[src/rtl/riscv_pkg.sv]
// Shared constants and types for the RISC-V core and its instruction-memory loader.
package riscv_pkg;

  localparam int DW             = 32;
  localparam int MEM_SIZE_IN_KB = 1;
  localparam int NO_OF_REGS     = MEM_SIZE_IN_KB * 1024 / 4;

  typedef enum logic [1:0] {
    IDLE,
    COLLECT,
    WRITE,
    RELEASE
  } loader_state_e;

endpackage

[src/rtl/riscv_byte_packer.sv]
// Packs a byte stream into little-endian 32-bit words; first byte lands in bits [7:0].
module riscv_byte_packer (
  input  logic        clk_i,
  input  logic        rst_i,
  input  logic        clear_i,
  input  logic        accept_i,
  input  logic [7:0]  byte_i,
  output logic [31:0] word_next_o,
  output logic        word_done_o
);

  logic [1:0]  byte_cnt_q;
  logic [31:0] word_q;

  // word_next_o already contains the byte being accepted, so the final word can be captured on the same edge
  always_comb begin
    word_next_o = word_q;
    word_next_o[{byte_cnt_q, 3'b000} +: 8] = byte_i;
  end

  assign word_done_o = accept_i && (byte_cnt_q == 2'd3);

  always_ff @(posedge clk_i or posedge rst_i) begin
    if (rst_i) begin
      byte_cnt_q <= 2'd0;
      word_q     <= '0;
    end else if (clear_i) begin
      byte_cnt_q <= 2'd0;
    end else if (accept_i) begin
      word_q     <= word_next_o;
      byte_cnt_q <= byte_cnt_q + 2'd1;
    end
  end

endmodule

[src/rtl/riscv_imem_loader.sv]
// Loads a byte stream into instruction memory from word 0 and holds the core in reset until the load finishes.
module riscv_imem_loader #(
  parameter int DW             = riscv_pkg::DW,
  parameter int MEM_SIZE_IN_KB = riscv_pkg::MEM_SIZE_IN_KB,
  parameter int NO_OF_REGS     = MEM_SIZE_IN_KB * 1024 / 4,
  parameter int ADDRW          = $clog2(NO_OF_REGS)
) (
  input  logic             clk_i,
  input  logic             rst_i,
  input  logic             start_i,
  input  logic [ADDRW:0]   len_i,
  input  logic [7:0]       byte_i,
  input  logic             byte_valid_i,
  output logic             byte_ready_o,
  output logic             mem_we_o,
  output logic [ADDRW-1:0] mem_addr_o,
  output logic [DW-1:0]    mem_wdata_o,
  output logic             core_rst_o,
  output logic             busy_o,
  output logic             done_o,
  output logic             err_o
);

  import riscv_pkg::*;

  localparam logic [ADDRW:0] MAX_LEN = (ADDRW + 1)'(NO_OF_REGS);
  localparam logic [ADDRW:0] ONE     = (ADDRW + 1)'(1);

  loader_state_e    state_q, state_d;
  logic [ADDRW-1:0] addr_q;
  logic [ADDRW:0]   words_left_q;
  logic             len_ok, accept, word_done, load_start;
  logic [31:0]      word_next;

  assign len_ok       = (len_i != '0) && (len_i <= MAX_LEN);
  assign byte_ready_o = (state_q == COLLECT);
  assign busy_o       = (state_q != IDLE);
  assign accept       = byte_valid_i && byte_ready_o;
  assign load_start   = (state_q == IDLE) && start_i && len_ok;

  riscv_byte_packer u_packer (
    .clk_i       (clk_i),
    .rst_i       (rst_i),
    .clear_i     (load_start),
    .accept_i    (accept),
    .byte_i      (byte_i),
    .word_next_o (word_next),
    .word_done_o (word_done)
  );

  always_ff @(posedge clk_i or posedge rst_i) begin
    if (rst_i) state_q <= IDLE;
    else       state_q <= state_d;
  end

  always_comb begin
    state_d = state_q;
    case (state_q)
      IDLE:    if (load_start) state_d = COLLECT;
      COLLECT: if (word_done)  state_d = WRITE;
      WRITE:   state_d = (words_left_q == ONE) ? RELEASE : COLLECT;
      RELEASE: state_d = IDLE;
      default: state_d = IDLE;
    endcase
  end

  // Write strobe, address and data are registered on the last-byte edge so all three are valid during WRITE
  always_ff @(posedge clk_i or posedge rst_i) begin
    if (rst_i) begin
      addr_q       <= '0;
      words_left_q <= '0;
      mem_we_o     <= 1'b0;
      mem_addr_o   <= '0;
      mem_wdata_o  <= '0;
      done_o       <= 1'b0;
      err_o        <= 1'b0;
      core_rst_o   <= 1'b1;
    end else begin
      mem_we_o <= word_done;
      done_o   <= (state_q == RELEASE);
      err_o    <= (state_q == IDLE) && start_i && !len_ok;
      if (word_done) begin
        mem_addr_o  <= addr_q;
        mem_wdata_o <= word_next;
      end
      case (state_q)
        IDLE: begin
          if (load_start) begin
            words_left_q <= len_i;
            addr_q       <= '0;
            core_rst_o   <= 1'b1;
          end else if (!start_i) begin
            core_rst_o   <= 1'b0;
          end
        end
        WRITE: begin
          words_left_q <= words_left_q - ONE;
          // The final address is never advanced, so a full-memory load cannot wrap
          if (words_left_q != ONE) addr_q <= addr_q + 1'b1;
        end
        RELEASE: core_rst_o <= 1'b0;
        default: ;
      endcase
    end
  end

endmodule
[config.mk]
export PLATFORM = sky130hd
export DESIGN_NAME = riscv_imem_loader
export DESIGN_NICKNAME = d
export VERILOG_FILES = /design/src/rtl/riscv_pkg.sv /design/src/rtl/riscv_byte_packer.sv /design/src/rtl/riscv_imem_loader.sv
export SDC_FILE = /design/constraint.sdc
export NUM_CORES = 1
export LEC_CHECK = 0
export BUFFER_PORTS_ARGS = -buffer_cell sky130_fd_sc_hd__clkbuf_2
export CORE_MARGIN = 1.5
export CORE_UTILIZATION = 40
export CTS_CLUSTER_DIAMETER = 60
export DETAILED_ROUTE_END_ITERATION = 8
export PLACE_DENSITY_LB_ADDON = 0.25
export SYNTH_ARGS = -nofsm -noshare
export SYNTH_HDL_FRONTEND = slang
export SYNTH_HIERARCHICAL = 1
export SYNTH_SLANG_ARGS = --single-unit
[constraint.sdc]
create_clock -name clk_i -period 2.2 [get_ports clk_i]
set_input_delay 0.44 -clock clk_i [delete_from_list [all_inputs] [get_ports clk_i]]
set_output_delay 0.44 -clock clk_i [all_outputs]
set_load 0.01 [all_outputs]
# Yosys cells after proc, flatten, opt, wreduce, memory -nomap -nowiden

Cells that the tools add are included.

Bitwise gates (word level): 1
Equality and inequality tests: 10
Shift-type cells: 2
Div/mod/pow operators: 0
Mux-type cells: 15
Order comparisons: 1
$add $sub $neg: 4
Multipliers: 0
Reductions and logical operators: 18

Operators with widths:

| cell                                                                    | count |
|---|---|
| 32-bit bitwise mux                                                      | 1 |
| 8-bit by 7-bit variable shift with 32-bit output (first input constant) | 1 |
| 8-bit by 7-bit indexed part select with 32-bit output                   | 1 |
| 9-bit case mux with 2 select lines                                      | 1 |
| 8-bit 2-to-1 mux                                                        | 2 |
| 8-bit case mux with 2 select lines                                      | 1 |
| 2-bit 2-to-1 mux                                                        | 5 |
| 9-bit by 1-bit equality test with 1-bit output (second input constant)  | 1 |
| 9-bit less-or-equal comparator (second input constant)                  | 1 |
| 9-bit 2-to-1 mux                                                        | 1 |
| 9-bit by 1-bit != test with 1-bit output (second input constant)        | 1 |
| 9-bit nonzero test                                                      | 1 |
| 9-bit by 1-bit subtractor with 9-bit output (second input constant)     | 1 |
| 8-bit by 1-bit adder with 8-bit output (second input constant)          | 1 |
| 2-bit case mux with 4 select lines                                      | 1 |
| 2-bit AND reduction                                                     | 4 |
| 2-bit nonzero test                                                      | 4 |
| 5-bit negator with 7-bit output                                         | 1 |
| 2-bit equality test (second input constant)                             | 3 |
| 1-bit logical AND                                                       | 6 |
| 2-bit != test (second input constant)                                   | 2 |
| 3-bit != test (second input constant)                                   | 1 |
| 3-bit AND reduction                                                     | 1 |
| 2-bit by 1-bit adder with 2-bit output (second input constant)          | 1 |
| other kinds (7)                                                         | 8 |

Logic and storage cells: 62
Register bits after elaboration: 97
Memories kept: 0
Output and inout port bits: 46
Latch bits: 0
Memory bits (read-only): 0
Memory bits (writable): 0

# Logic depth before layout (Yosys ltp)

Gate-level depths: netlist of run 1.

Word-level depth: 5
Gate-level depth with buffers: 8

# Hierarchy

The synthesis of run 1 kept the hierarchy.

By module, submodules not included:

| module            | area each (µm²) | instances | cells an instance |
|---|---|---|---|
| riscv_imem_loader | 2,766.4         | 1         | 216 |
| riscv_byte_packer | 1,923.1         | 1         | 159 |

# Worst setup path before layout of run 1

OpenSTA, ideal clock, no wires.

Kind: register to register
From: register state_q[0]
To: register mem_wdata_o[10]
Required time: 2.075 ns
Buffers on the path: 3
Data arrival time: 2.161 ns
Setup slack: -0.085 ns
Cell stages (with the launch flop): 8
Library setup time: 0.125 ns
Path through: dfrtp_1 > nor2b_1 > and2_1 > buf_2 > and2_1 > clkbuf_1 > clkbuf_1 > mux2_2

Cells in the longest elaborated chain, start to end: 3

Ends and longest elaborated chain:

| element                                        | line                    | text |
|---|---|---|
| start, declared                                | riscv_imem_loader.sv:29 | `loader_state_e state_q, state_d;` |
| start signal, assigned                         | riscv_imem_loader.sv:53 | `else state_q <= state_d;` |
| 2-bit by 1-bit equality test with 1-bit output | riscv_imem_loader.sv:36 | `assign byte_ready_o = (state_q == COLLECT);` |
| named net byte_ready_o                         | riscv_imem_loader.sv:14 | `output logic byte_ready_o,` |
| 1-bit logical AND                              | riscv_imem_loader.sv:38 | `assign accept = byte_valid_i && byte_ready_o;` |
| named net accept                               | riscv_imem_loader.sv:32 | `logic len_ok, accept, word_done, load_start;` |
| 1-bit logical AND                              | riscv_byte_packer.sv:21 | `assign word_done_o = accept_i && (byte_cnt_q == 2'd3);` |
| named net word_done                            | riscv_imem_loader.sv:32 |  |
| end signal, assigned                           | riscv_imem_loader.sv:84 | `mem_wdata_o <= word_next;` |
| end, declared                                  | riscv_imem_loader.sv:17 | `output logic [DW-1:0] mem_wdata_o,` |

The timed path passes the listed nets, and every way through them passes these cells.
A chain may end at the register's enable or synchronous reset.

# Worst setup path in the final report of run 1

From: register words_left_q[1]
To: register words_left_q[8]

Cells in the longest elaborated chain, start to end: 2

Ends and longest elaborated chain:

| element                                     | line                    | text |
|---|---|---|
| start, declared                             | riscv_imem_loader.sv:31 | `logic [ADDRW:0] words_left_q;` |
| start signal, assigned                      | riscv_imem_loader.sv:89 | `words_left_q <= len_i;` |
| start signal, assigned                      | riscv_imem_loader.sv:97 | `words_left_q <= words_left_q - ONE;` |
| 9-bit by 1-bit subtractor with 9-bit output | riscv_imem_loader.sv:97 |  |
| 9-bit case mux with 2 select lines          | riscv_imem_loader.sv:86 | `case (state_q)` |

No other way between the ends.

==> out/metrics.csv, run 1 <==
metric,value,unit
status,"finished, final reports clean",
chip height,111,um
worst slew pin tran,859,ps
final hold violations,0,
largest family of logic cells by synthesized area,compound AO/OA/AOI/OAI gates,
max_cap viols,0,
Synth area leader,dfrtp_1,
hold_buf cts,0,
Synth cell types,65,
largest net degree at the start of global routing,47,
area grow syn2layout,19.8,%
Crit Path Class,register to register,
GRT Total Usage,18.2,%
NumNets Final,486,
XOR/XNOR Fraction of Synth Area,0.187,%
antenna violations before repair,0,
share of the synthesized area in the top cell type,51.2,%
Synth area leaders,"dfrtp_1, mux2_2, a32o_1",
"FF+latch count, synth",97,
Worst Path Max Fanout,4,
HP Class,input pin to async pin,
Cell Rows,39,
Post-Syn Instances,375,
ANT cells,0,
DR WL/cell,18.0,um
Worst Setup End Kind,register,
Post-synth EDFFs,0,
Die Span X,111,um
simple-gate share of the synthesized area,12.4,%
Routability Congestion,0.861,
setup TNS,0,ps
port bufs,66,
hpwl dp,7600,um
maximum clock frequency,474,MHz
Worst-path clk slew,60,ps
synthesized area,4690,um^2
post-synthesis mux area share,11.5,%
initial DRC count,224,
core outline area,11400,um^2
drt via density,5.81,
global-route wire length before repair,18000,um
Lkg Pwr,2.64,nW
Final Cycle Share,95.8,%
clk buf depth,2,
Setup WS post-layout,91.9,ps
unrepaired setup endpoints after global routing,no,
final number of max-transition violations,0,
ratio of cells with drive above 1 in the final layout,38.5,%
Final setup violation count,0,
vias post-DR,3515,
relative slew slack,42.5,%
TritonCTS Sinks,97,
H-Tree Depth,3,
vias in the first global route,3480,
DRC violations left,0,
Total Power,7.18,mW
WP data arrival,2330,ps
Setup WS pre-CTS,-110,ps
Power Density,1280,nW/um^2
DRT Pass-1 Iters,4,
ys async rst share,100,%
Clock Latency Late Sink,340,ps
"Avg Cell Area, Syn",12.5,um^2
io pins,67,
Initial Util,41.1,%
CTS tree,yes,
final wirelength,10900,um
Antenna Nets Post-Route,0,
Die ar.,12400,um^2
Adder-Cell Fraction of Synth Area,2.13,%
number of CTS-inserted buffers,9,
crit path launch type,register,
Final Skew,5.16,ps
Synthesis Warnings,6,
final core occ,49.2,%
"Seq/Total Area, Yosys",51.8,%
Compound-Gate Fraction of Synth Area,17.8,%
worst hold slack,84.1,ps
CTS Root Cell,clkbuf_16,
ys flop type,dfrtp_1,
total grt overflow,0,
worst path required time,2420,ps
fin crit period,2110,ps
syn nets,404,
worst vdd ir,0.465,mV
## cell usage in the layout, fill, tap and decap left out, drive strengths merged, types with 3 or more instances in the layout
| master | Yosys | final |
|---|---|---|
| o2bb2ai | 6 | 6 |
| or4 | 6 | 6 |
| mux2 | 47 | 47 |
| a31oi | 3 | 3 |
| o211ai | 3 | 3 |
| ha | 8 | 8 |
| a21oi | 10 | 10 |
| nor3 | 6 | 6 |
| a32o | 38 | 38 |
| nand4b | 5 | 5 |
| dfrtp | 96 | 96 |
| nand4 | 3 | 3 |
| nand3 | 4 | 4 |
| nor2 | 8 | 8 |
| a41oi | 3 | 3 |
| and4b | 3 | 3 |
| nor4 | 4 | 4 |
| a211o | 3 | 3 |
| clkbuf | 10 | 79 |
| nor2b | 3 | 3 |
| and2 | 3 | 3 |
| nand2b | 3 | 3 |
| o22ai | 5 | 5 |
| buf | 14 | 29 |
| o21ai | 7 | 7 |
| inv | 16 | 17 |
| a22o | 11 | 11 |
| or3 | 4 | 4 |
| nand2 | 10 | 10 |
| nand3b | 4 | 4 |
## registers in the layout, indices dropped and copies added (netlist names)
register,cells
mem_addr_o,8
done_o,1
core_rst_o,1
addr_q,8
mem_we_o,1
mem_wdata_o,32
u_packer/byte_cnt_q,2
err_o,1
words_left_q,9
u_packer/word_q,32
state_q,2
## what timing repair did
action                     in CTS  in global routing
setup endpoints to repair       0                  1
setup buffers                   0                  0
resized for setup               0                  2
## worst paths after layout
| path | cells past startpoint | slack (ps) | start | endpoint |
|---|---|---|---|---|
| hold reg to reg | 1 | 480 | addr_q[7]$_DFFE_PP0P_ | addr_q[7]$_DFFE_PP0P_ |
| min in group clk_i | 2 | 370 | len_i[3] | words_left_q[3]$_DFFE_PP0P_ |
| setup / recovery | 6 | 90 | words_left_q[1]$_DFFE_PP0P_ | words_left_q[8]$_DFFE_PP0P_ |
| hold / removal | 2 | 80 | rst_i | mem_wdata_o[4]$_DFFE_PP0P_ |
| max in group asynchronous | 3 | 1480 | rst_i | core_rst_o$_DFFE_PP1P_ |
| setup reg to reg | 6 | 90 | words_left_q[1]$_DFFE_PP0P_ | words_left_q[8]$_DFFE_PP0P_ |
## report_power, final
part / internal (mW) / switching (mW) / leakage [nW] / total (mW)
Clock: 0.979 / 0.655 / 0.152 / 1.63
Sequential: 2.43 / 0.414 / 1.30 / 2.84
Combinational: 1.31 / 1.40 / 1.19 / 2.70
Total: 4.71 / 2.47 / 2.64 / 7.18
## Yosys cell counts (3+ instances only)
master and number:
nor2b_1 3, nor2_1 8, a41oi_1 3, nand2_1 10
a32o_1 38, inv_1 16, clkbuf_1 8, nor3_1 6
nand2b_1 3, a22o_1 11, buf_2 8, o2bb2ai_1 6
nand4b_1 5, o22ai_1 5, a211o_1 3, o21ai_0 7
o211ai_1 3, a21oi_1 10, mux2_2 47, and4b_1 3
nand4_1 3, a31oi_1 3, nand3b_1 3, and2_1 3
ha_1 8, dfrtp_1 96, nand3_1 4
## cell type report
cell class / instances / area, um^2
Clock buffer: 13 / 270
Clock inverter: 3 / 46.3
Fill cell: 1065 / 5800
Inverter: 16 / 60.1
Multi-Input combinational cell: 238 / 2070
Sequential cell: 97 / 2430
Tap cell: 143 / 179
Timing Repair Buffer: 95 / 561
## worst max-delay path, stage by stage, from the launching register on
cell	delay [ps]
dfrtp_1	400
inv_2	80
ha_1	150
or4bb_4	550
or3_4	350
o2bb2ai_1	130
a221o_1	340
## kinds of logic after synthesis
group	after synthesis
DFF	97
buffers and inverters	40
muxes	48
AOI/OAI and AO/OA	100
adders and majority gates	8
and+or+nand+nor	81
xor gates and xnor gates	1
## per-stage QoR
step	instance area (um^2)	cells
after floorplan	4690	375
after global placement	5300	589
after detailed placement	5300	589
after CTS	5610	605
after global routing	5620	605
final	5620	605
## routing by layer
layer / wire (um) / vias to the layer above / GRT usage (%)
li1: - / 1641 / -
met1: 5260 / 1773 / 26.2
met2: 4930 / 86 / 26.9
met3: 473 / 15 / 3.94
met4: 193 / 0 / 6.67
met5: 0 / - / 0
(Power assumes the default switching activity.)
==> run 2: changes to the inputs <==
--- a/config.mk
+++ b/config.mk
@@ -6,11 +6,13 @@
 export NUM_CORES = 1
 export LEC_CHECK = 0
 export BUFFER_PORTS_ARGS = -buffer_cell sky130_fd_sc_hd__clkbuf_2
+export CORE_ASPECT_RATIO = 0.5
 export CORE_MARGIN = 1.5
 export CORE_UTILIZATION = 40
 export CTS_CLUSTER_DIAMETER = 60
 export DETAILED_ROUTE_END_ITERATION = 8
 export PLACE_DENSITY_LB_ADDON = 0.25
+export SLEW_MARGIN = 20
 export SYNTH_ARGS = -nofsm -noshare
 export SYNTH_HDL_FRONTEND = slang
 export SYNTH_HIERARCHICAL = 1
==> out/metrics.csv, run 2 (synthesized netlist as in run 1, its figures left out) <==
metric,value,unit
status,"finished, final reports clean",
"commonest non-fill, non-tap cells in the layout","dfrtp_1, clkbuf_2, mux2_2",
Total Power,7.21,mW
drt via density,5.60,
Worst Path Max Fanout,12,
Final Cycle Share,95.4,%
clk buf depth,2,
vias post-DR,3510,
Setup WS pre-CTS,-33.7,ps
Routability Congestion,0.790,
final number of max-transition violations,0,
Comb pwr share,37.2,%
max_cap viols,0,
number of CTS-inserted buffers,9,
Initial Util,41.8,%
ANT cells,0,
Switching Fraction,34.2,%
r2r setup slk,100,ps
Final setup violation count,0,
vias in the first global route,3355,
WP data arrival,2380,ps
"Slowest-stage cell, CP",nor2_1,
Reg2Reg Depth,5,
ratio of cells with drive above 1 in the final layout,40.0,%
total grt overflow,0,
port bufs,66,
worst vdd ir,0.465,mV
Lkg Pwr,2.69,nW
Crit Path Class,register to register,
peak per-stage delay on the critical path,760,ps
hold_buf cts,0,
Net Switching,2.47,mW
Power Density,1260,nW/um^2
antenna violations before repair,0,
crit path launch type,register,
GRT Total Usage,18.0,%
Worst-path clk slew,70,ps
worst reg2reg path startpoint,u_packer/byte_cnt_q[1]$_DFFE_PP0P_,
HP Class,input pin to async pin,
Worst Setup End Kind,register,
relative slew slack,38.9,%
NumNets Final,492,
core outline area,11200,um^2
TritonCTS Sinks,97,
Die Span X,156,um
final wirelength,10500,um
CTS Root Cell,clkbuf_16,
unrepaired setup endpoints after global routing,no,
end of the worst register-to-register path,mem_wdata_o[27]$_DFFE_PP0P_,
Antenna Nets Post-Route,0,
Cell Rows,27,
DRC violations left,0,
worst slew pin tran,913,ps
DR WL/cell,16.7,um
maximum clock frequency,476,MHz
Clock Power Share,23.6,%
register share of total power,39.3,%
Final Skew,13.2,ps
CP Launch Point,u_packer/byte_cnt_q[1]$_DFFE_PP0P_,
post-CTS setup buffer count,0,
CTS tree,yes,
H-Tree Depth,3,
final hold violations,0,
Clock Latency Late Sink,340,ps
Die ar.,12400,um^2
DRT Pass-1 Iters,5,
fin crit period,2100,ps
worst hold slack,152,ps
area grow syn2layout,21.9,%
Setup WS post-layout,101,ps
hpwl dp,7180,um
initial DRC count,205,
Int Pwr,4.74,mW
Regs by FF count,"mem_wdata_o x32, u_packer/word_q x32, words_left_q x9",
"commonest non-fill, non-tap cell in the layout",dfrtp_1,
critical path cell sequence,inv_1 > ha_1 > nor2_1 > a32o_1 > mux2_2,
worst path required time,2480,ps
largest net degree at the start of global routing,64,
io pins,67,
global-route wire length before repair,17600,um
chip height,79.6,um
Filler Cells Inserted,1033,
## run 2: cell count changes in the layout (fill, tap and decap cells not counted), sizes merged
cell    change
buf         +6
clkbuf      -4
clkinv      +4
inv         -1
bufinv      +1
## run 2: per-layer routing
metal | global-route usage, % | vias up | part of all wire (%)
met2 | 28.1 | 66 | 47
li1 | - | 1648 | -
met4 | 3.71 | 0 | 0.58
met3 | 3.80 | 7 | 3.3
met1 | 26.0 | 1789 | 49
met5 | 0 | - | 0
## run 2: per-stage QoR
stage          std cells  TNS (ps)  utilization (%)  area (um^2)
2_1_floorplan        375     -3040                -         4690
6_report             627         0             51.0         5720
5_1_grt              627         0             51.0         5720
3_5_place_dp         611      -528             47.9         5370
4_1_cts              627         0             50.9         5710
3_3_place_gp         611     -67.3             47.9         5370
## run 2: layout make-up
class,count,area (um^2),area share [%]
Multi-Input combinational cell,238,2080,36.4
Tap cell,159,199,3.48
Clock inverter,7,106,1.86
Sequential cell,97,2430,42.5
Inverter,16,60.1,1.05
Clock buffer,9,225,3.94
Timing Repair Buffer,101,618,10.8
## run 2: power by group through the flow
stage | Clock [mW] | Combinational, mW | Sequential, mW
global placement | 0 | 2.64 | 2.84
finish | 1.70 | 2.68 | 2.83
global route | 1.82 | 2.95 | 2.92
detailed placement | 0 | 2.68 | 2.86
CTS | 1.74 | 2.69 | 2.83
floorplan | 0 | 1.78 | 2.91
## run 2: worst max path at each step
stage	slack [ps]	cells after the start	end
after floorplan	-90	7	mem_wdata_o[10]$_DFFE_PP0P_
final	100	5	mem_wdata_o[27]$_DFFE_PP0P_
after global routing	8	5	mem_wdata_o[18]$_DFFE_PP0P_
after CTS	60	6	words_left_q[8]$_DFFE_PP0P_
after detailed placement	-30	6	u_packer/word_q[24]$_DFFE_PP0P_
after global placement	-20	6	u_packer/word_q[14]$_DFFE_PP0P_
## run 2: repair_timing
item | in CTS | in global routing
gates resized for setup | 0 | 4
endpoints found under the setup margin | 0 | 10
endpoints found under the hold margin | 0 | 0
## run 2: worst max-delay path: cells and delay by family (launching register included)
family	cells	cell delay [ps]
simple gates	1	760
fa+ha+maj	1	340
mux	1	140
buf+inv	1	100
flops	1	400
compound gates	1	290
